### src/rtl/arm_pkg.sv
// arm_pkg: shared ALU opcodes, shift types and forward-select codes
package arm_pkg;
    localparam logic [3:0] EXE_MOV = 4'b0001;
    localparam logic [3:0] EXE_MVN = 4'b1001;
    localparam logic [3:0] EXE_ADD = 4'b0010;
    localparam logic [3:0] EXE_ADC = 4'b0011;
    localparam logic [3:0] EXE_SUB = 4'b0100;
    localparam logic [3:0] EXE_SBC = 4'b0101;
    localparam logic [3:0] EXE_AND = 4'b0110;
    localparam logic [3:0] EXE_ORR = 4'b0111;
    localparam logic [3:0] EXE_EOR = 4'b1000;
    localparam logic [1:0] SH_LSL = 2'b00;
    localparam logic [1:0] SH_LSR = 2'b01;
    localparam logic [1:0] SH_ASR = 2'b10;
    localparam logic [1:0] SH_ROR = 2'b11;
    localparam logic [1:0] FWD_REG = 2'b00;
    localparam logic [1:0] FWD_MEM = 2'b01;
    localparam logic [1:0] FWD_WB = 2'b10;
endpackage

### src/rtl/val2_gen.sv
// val2_gen: combinational operand-2 generator (memory offset, rotated immediate, shifted register)
// Ports: mem - load/store offset mode; imm - immediate mode; so - 12-bit shifter field;
//        op2r - register operand; val2 - generated operand 2
module val2_gen
    import arm_pkg::*;
#(
    parameter int DW = 32
) (
    input  logic          mem,
    input  logic          imm,
    input  logic [11:0]   so,
    input  logic [DW-1:0] op2r,
    output logic [DW-1:0] val2
);
    function automatic logic [DW-1:0] ror(input logic [DW-1:0] x, input logic [4:0] r);
        ror = (x >> r) | (x << (DW - int'(r)));
    endfunction

    logic [4:0] amt;

    always_comb begin
        amt = so[11:7];
        val2 = mem ? {{(DW-12){1'b0}}, so}
             : imm ? ror({{(DW-8){1'b0}}, so[7:0]}, {so[11:8], 1'b0})
             : so[6:5] == SH_LSL ? op2r << amt
             : so[6:5] == SH_LSR ? op2r >> amt
             : so[6:5] == SH_ASR ? $unsigned($signed(op2r) >>> amt)
             : ror(op2r, amt);
    end
endmodule

### src/rtl/exe_stage.sv
// exe_stage: ARM execute stage - operand select, ALU, NZCV status and EXE/MEM register
// Ports: clk/rst (sync active-high); freeze holds EXE/MEM and status; ID/EXE control, operands,
//        shifter field, branch offset and forwarding inputs; outputs branch_taken/branch_addr
//        (combinational), status (NZCV) and registered wb/mem controls, alu_res_out, st_val_out, dest_out.
// Macro EXE_FWD_EN: when defined, sel_src1/sel_src2 choose forwarded data; otherwise they are ignored.
module exe_stage
    import arm_pkg::*;
#(
    parameter int DW = 32,
    parameter int RW = 4
) (
    input  logic          clk,
    input  logic          rst,
    input  logic          freeze,
    input  logic          wb_en_in,
    input  logic          mem_r_en_in,
    input  logic          mem_w_en_in,
    input  logic          b_in,
    input  logic          s_in,
    input  logic          imm_in,
    input  logic [3:0]    exe_cmd,
    input  logic [DW-1:0] pc_in,
    input  logic [DW-1:0] val_rn,
    input  logic [DW-1:0] val_rm,
    input  logic [11:0]   shift_operand,
    input  logic [23:0]   signed_imm_24,
    input  logic [RW-1:0] dest_in,
    input  logic [1:0]    sel_src1,
    input  logic [1:0]    sel_src2,
    input  logic [DW-1:0] fwd_mem_val,
    input  logic [DW-1:0] fwd_wb_val,
    output logic          branch_taken,
    output logic [DW-1:0] branch_addr,
    output logic [3:0]    status,
    output logic          wb_en_out,
    output logic          mem_r_en_out,
    output logic          mem_w_en_out,
    output logic [DW-1:0] alu_res_out,
    output logic [DW-1:0] st_val_out,
    output logic [RW-1:0] dest_out
);
    logic [DW-1:0] op1, op2r, val2, res;
    logic [DW:0]   sum;
    logic          is_add, is_sub, c, v;

`ifdef EXE_FWD_EN
    assign op1  = sel_src1 == FWD_MEM ? fwd_mem_val : sel_src1 == FWD_WB ? fwd_wb_val : val_rn;
    assign op2r = sel_src2 == FWD_MEM ? fwd_mem_val : sel_src2 == FWD_WB ? fwd_wb_val : val_rm;
`else
    logic unused_fwd;
    assign unused_fwd = ^{sel_src1, sel_src2, fwd_mem_val, fwd_wb_val};
    assign op1  = val_rn;
    assign op2r = val_rm;
`endif

    val2_gen #(.DW(DW)) u_val2 (
        .mem  (mem_r_en_in | mem_w_en_in),
        .imm  (imm_in),
        .so   (shift_operand),
        .op2r (op2r),
        .val2 (val2)
    );

    assign branch_taken = b_in;
    assign branch_addr  = pc_in + {{(DW-26){signed_imm_24[23]}}, signed_imm_24, 2'b00};

    // Subtraction carry is the inverse of bit DW of the 33-bit difference (NOT borrow).
    always_comb begin
        is_add = exe_cmd == EXE_ADD || exe_cmd == EXE_ADC;
        is_sub = exe_cmd == EXE_SUB || exe_cmd == EXE_SBC;
        sum = exe_cmd == EXE_ADD ? {1'b0, op1} + {1'b0, val2}
            : exe_cmd == EXE_ADC ? {1'b0, op1} + {1'b0, val2} + {{DW{1'b0}}, status[1]}
            : exe_cmd == EXE_SUB ? {1'b0, op1} - {1'b0, val2}
            : exe_cmd == EXE_SBC ? {1'b0, op1} - {1'b0, val2} - {{DW{1'b0}}, ~status[1]}
            : '0;
        res = exe_cmd == EXE_MOV ? val2
            : exe_cmd == EXE_MVN ? ~val2
            : is_add || is_sub ? sum[DW-1:0]
            : exe_cmd == EXE_AND ? op1 & val2
            : exe_cmd == EXE_ORR ? op1 | val2
            : exe_cmd == EXE_EOR ? op1 ^ val2
            : '0;
        c = is_add ? sum[DW] : is_sub ? ~sum[DW] : status[1];
        v = is_add ? (op1[DW-1] == val2[DW-1]) && (res[DW-1] != op1[DW-1])
          : is_sub ? (op1[DW-1] != val2[DW-1]) && (res[DW-1] != op1[DW-1])
          : status[0];
    end

    always_ff @(posedge clk) begin
        if (rst) begin
            status       <= '0;
            wb_en_out    <= 1'b0;
            mem_r_en_out <= 1'b0;
            mem_w_en_out <= 1'b0;
            alu_res_out  <= '0;
            st_val_out   <= '0;
            dest_out     <= '0;
        end else if (!freeze) begin
            if (s_in) status <= {res[DW-1], res == '0, c, v};
            wb_en_out    <= wb_en_in;
            mem_r_en_out <= mem_r_en_in;
            mem_w_en_out <= mem_w_en_in;
            alu_res_out  <= res;
            st_val_out   <= op2r;
            dest_out     <= dest_in;
        end
    end
endmodule

### config.mk
export PLATFORM = sky130hd
export DESIGN_NAME = exe_stage
export DESIGN_NICKNAME = d
export VERILOG_FILES = /design/src/rtl/arm_pkg.sv /design/src/rtl/val2_gen.sv /design/src/rtl/exe_stage.sv
export SDC_FILE = /design/constraint.sdc
export NUM_CORES = 1
export LEC_CHECK = 0
export ABC_AREA = 1
export CAP_MARGIN = 5
export CORE_MARGIN = 2
export CORE_UTILIZATION = 52
export CTS_CLUSTER_DIAMETER = 120
export DETAILED_ROUTE_END_ITERATION = 7
export PLACE_DENSITY = 0.84
export SLEW_MARGIN = 5
export SYNTH_ARGS = -nofsm -noshare
export SYNTH_HDL_FRONTEND = slang
export SYNTH_HIERARCHICAL = 1
export SYNTH_SLANG_ARGS = --single-unit
### constraint.sdc
create_clock -name clk -period 5.15 [get_ports clk]
set_input_delay 0.7725 -clock clk [delete_from_list [all_inputs] [get_ports clk]]
set_output_delay 0.7725 -clock clk [all_outputs]
set_load 0.03 [all_outputs]
==> flow_summary.yaml, run 1 <==
status:
  status: "aborted with a tool error"
  failed_stage: "global routing"
  error_line: "[ERROR GRT-0116] Global routing finished with congestion. Check the congestion regions in the DRC Viewer."
logic_synthesis:
  synth_cells: 4042
  ys_top_cells_by_count: "nand2_1 (1,271), nand3_1 (519), nor2_1 (462), inv_1 (435), a21oi_1 (170)"
  synth_enable_flop_cells: 0
  ys_ff_latch: 75
  synth.most_common_cell: "nand2_1"
  synthArstFlopShare_pct: 0
  avgSynthCellArea_um2: 5.22
  yosysTopAreaCellShare_pct: 22.6
  ys.flop_type: "dfxtp_1"
  ys_top_cells_by_area: "nand2_1 (23%), nand3_1 (12%), nor2_1 (8.2%), ha_1 (7.8%), inv_1 (7.7%)"
  synth_top_area_cell: "nand2_1"
  synth.distinct_cells: 66
  syn_nets: 4394
  ys_warn_count: 6
  mappedNetlistArea_um2: 21100
  yosysSeqAreaShare_pct: 7.12
floorplan:
  rows: 73
  ios: 325
  fp.dieH_um: 205
  die_w_um: 205
  start_util_pct: 52.8
clock_network:
  holdBufCountCts: 0
  numCtsBuffers: 9
  cts_max_path_buffers: 2
  h-tree-depth: 3
  cts.sinks: 75
  cts-root-buf: "clkbuf_16"
grt:
  grt_pass1_vias: 37303
  grt_overflow_total: 130
  grtUsageTotal_pct: 69.5
  grt_first_pass_wirelength_mm: 225
  grt_max_degree: 84
placed_design:
  placed_area_um2: 30200
  place_congestion: 1.28
  io_buffers: 250
  post-dp-hpwl_mm: 93.4
## per-stage QoR
step                      cells  hold slack [ns]  worst slack (ns)
after CTS                  5616            0.484            -0.350
after detailed placement   5521            0.467             -1.68
after global placement     5521            0.461             -1.81
after floorplan            4042            0.590           -0.0316
## cells by family after synthesis
| logic type | share of synthesized area (%) |
|---|---|
| muxes | 0.0475 |
| buffers and inverters | 13.7 |
| xor gates and xnor gates | 1.57 |
| AOI/OAI and AO/OA | 14.1 |
| DFF | 7.12 |
| adders and majority gates | 8.12 |
| and+or+nand+nor | 55.3 |
## metal layers
layer | GRT usage, % | overflow
met5 | 12.7 | 0
met4 | 69.8 | 59
met3 | 50.6 | 1
met2 | 90.3 | 70
met1 | 68.8 | 0
## timing repair
item                       4_1_cts
buffers inserted                76
gates resized for setup        545
cloned                           3
pin swaps                      160
setup endpoints to repair       33
==> run 2, diff against run 1 <==
--- a/config.mk
+++ b/config.mk
@@ -8,10 +8,9 @@
 export ABC_AREA = 1
 export CAP_MARGIN = 5
 export CORE_MARGIN = 2
-export CORE_UTILIZATION = 52
-export CTS_CLUSTER_DIAMETER = 120
+export CORE_UTILIZATION = 40
 export DETAILED_ROUTE_END_ITERATION = 7
-export PLACE_DENSITY = 0.84
+export PLACE_DENSITY_LB_ADDON = 0.15
 export SLEW_MARGIN = 5
 export SYNTH_ARGS = -nofsm -noshare
 export SYNTH_HDL_FRONTEND = slang
==> constraint.sdc (replaced) <==
create_clock -name clk -period 6.7 [get_ports clk]
set_input_delay 1.005 -clock clk [delete_from_list [all_inputs] [get_ports clk]]
set_output_delay 1.005 -clock clk [all_outputs]
set_load 0.03 [all_outputs]
==> flow_summary.yaml, run 2 <==
routing:
  routed_wirelength_mm: 114
  vias: 30367
  wl_per_cell_um: 20.1
  drt_iter0_drc: 2643
  via_per_inst: 5.34
  drc: 0
  antenna_left: 0
  firstDrtPassIters: 8
clock_network:
  cts_tree: "done"
  numCtsBuffers: 9
  cts-root-buf: "clkbuf_16"
  h-tree-depth: 3
  clk_pin_slew_worst_paths_ns: 0.07
  clkLatencyLatePin_ns: 0.33
  cts.sinks: 75
  cts_max_path_buffers: 2
critical_path:
  end_kind: "register"
  worstSetupPathType: "in2reg"
  crit_top_cell: "nand2_1"
  cp.required_ns: 6.97
  start_kind: "input pin"
  slowest_delay_ns: 0.52
  cp_slowest_cell: "clkdlybuf4s50_1"
  crit_fanout: 7
  arrival_ns: 6.65
power:
  powerDensity_nw_per_um2: 139
  swShare_pct: 49.7
  pwr-share-clk_pct: 12.7
  pwr-share-seq_pct: 11.6
  cellLeakagePower_nw: 16.2
  p_int_w: 0.00215
  p_comb_share_pct: 75.6
  peakVddDrop_v: 0.000126
  p_sw_w: 0.00212
cells_and_area:
  syn2layout_area_growth_pct: 46.0
  fin_util_pct: 58.8
  top_regs: "alu_res_out: 32 flops, st_val_out: 32 flops"
  final_cell_mix: "nand2_1 (1,266), buf_4 (825), nand3_1 (517), nor2_1 (457), inv_1 (431)"
  final_common_cell: "nand2_1"
  drive_gt1_share_pct: 23.7
  instances_no_fill: 5685
  nets: 5343
logic_synthesis:
  avgSynthCellArea_um2: 5.22
  yosysSeqAreaShare_pct: 7.12
  yosysTopAreaCellShare_pct: 22.6
  synth_top_area_cell: "nand2_1"
  mappedNetlistArea_um2: 21100
  ys_warn_count: 6
  ys.flop_type: "dfxtp_1"
  ys_ff_latch: 75
  synth_cells: 4042
  synthArstFlopShare_pct: 0
  synth.most_common_cell: "nand2_1"
  ys_top_cells_by_area: "nand2_1 (23%), nand3_1 (12%), nor2_1 (8.2%), ha_1 (7.8%), inv_1 (7.7%)"
  ys_top_cells_by_count: "nand2_1 (1,271), nand3_1 (519), nor2_1 (462), inv_1 (435), a21oi_1 (170)"
  syn_nets: 4394
  synth_enable_flop_cells: 0
  synth.distinct_cells: 66
floorplan:
  rows: 84
  core_um2: 52300
  start_util_pct: 40.3
  fp.dieH_um: 234
  die_w_um: 234
  ios: 325
  die-area_um2: 54600
grt:
  grt_max_degree: 84
  grtUsageTotal_pct: 40.9
  met3_usage_pct: 5.10
  grt_overflow_total: 0
  use_met1_pct: 46.2
  grt_first_pass_wirelength_mm: 168
  grt_pass1_vias: 28413
  antenna_found_initial: 0
  use_met2_pct: 70.6
  top_usage_layer: "met2"
placed_design:
  placed_cells: 5661
  io_buffers: 250
  place_congestion: 1.07
  post-dp-hpwl_mm: 97.2
  pre_cts_ws_ns: -0.294
sta:
  relSlewSlack_pct: 30.5
  worstMarginPinSlew_ns: 1.04
  finClkSkew_ns: 0.00352
  max_freq_mhz: 157
  finalCritPeriodShare_pct: 95.2
  layout_setup_ws_ns: 0.320
  final_hold_viol_count: 0
  finalSetupViolations: 0
  hold_ws_ns: 0.480
  finalMaxSlewViolations: 0
  finalCriticalPeriod_ns: 6.38
status:
  status: "completed"
job:
  maxCapViolCount: 0
min_path:
  hold_class: "reg2reg"
## run 2: cell counts after synthesis
No cell type changed its count.
## run 2: cell type report
type	instances	area (um^2)
Antenna cell	1	2.50
Tap cell	688	861
Inverter	501	1920
Sequential cell	75	1500
Timing Repair Buffer	1111	9400
Clock buffer	9	225
Clock inverter	7	105
Fill cell	5595	21600
Multi-Input combinational cell	3293	16800
## run 2: repair_timing
action / in CTS / in global routing
buffers inserted: 0 / 7
resized for setup: 0 / 26
hold buffers: 0 / 0
setup endpoints to repair: 0 / 19
## run 2: final timing paths
kind	start	endpoint	slack, ns	cells after the start
worst max register to register	status[1]	status[2]	3.19	23
worst max-delay path	val_rm[11]	status[2]	0.32	35
worst min-delay path	st_val_out[24]	st_val_out[24]	0.48	2
worst min register to register	st_val_out[24]	st_val_out[24]	0.48	2
## run 2: routing by layer
metal,wire length (um),share of wire (%)
met1,42800,37
met3,8080,7.1
met4,10300,9.0
met5,0,0
met2,53000,46
## run 2: per-stage QoR
step | area [um^2] | TNS [ns] | power (W)
after floorplan | 21100 | 0 | 0.00210
after global placement | 30300 | -1.89 | 0.00365
after detailed placement | 30300 | -2.55 | 0.00367
after CTS | 30600 | 0 | 0.00422
after global routing | 30800 | -0.000751 | 0.00453
final | 30800 | 0 | 0.00427
## run 2: power groups by stage
stage	sequential, W	clock, W	combinational (W)
global route	0.000500	0.000572	0.00346
floorplan	0.000567	0	0.00153
detailed placement	0.000506	0	0.00316
CTS	0.000496	0.000550	0.00317
global placement	0.000505	0	0.00315
finish	0.000496	0.000544	0.00323
## run 2: cells by family after synthesis
group | synth area share, %
DFF | 7.12
and+or+nand+nor | 55.3
buffers and inverters | 13.7
muxes | 0.0475
adders and majority gates | 8.12
xor gates and xnor gates | 1.57
AOI/OAI and AO/OA | 14.1
## run 2: critical path: cells and delay by family
family	cells	cell delay (ns)
AO/OA/AOI/OAI	5	0.94
buffers and inverters	5	1.08
adder cells (fa/ha/maj)	1	0.34
AND/OR/NAND/NOR	24	3.24
Note: power is estimated with default switching activity, not from simulation.
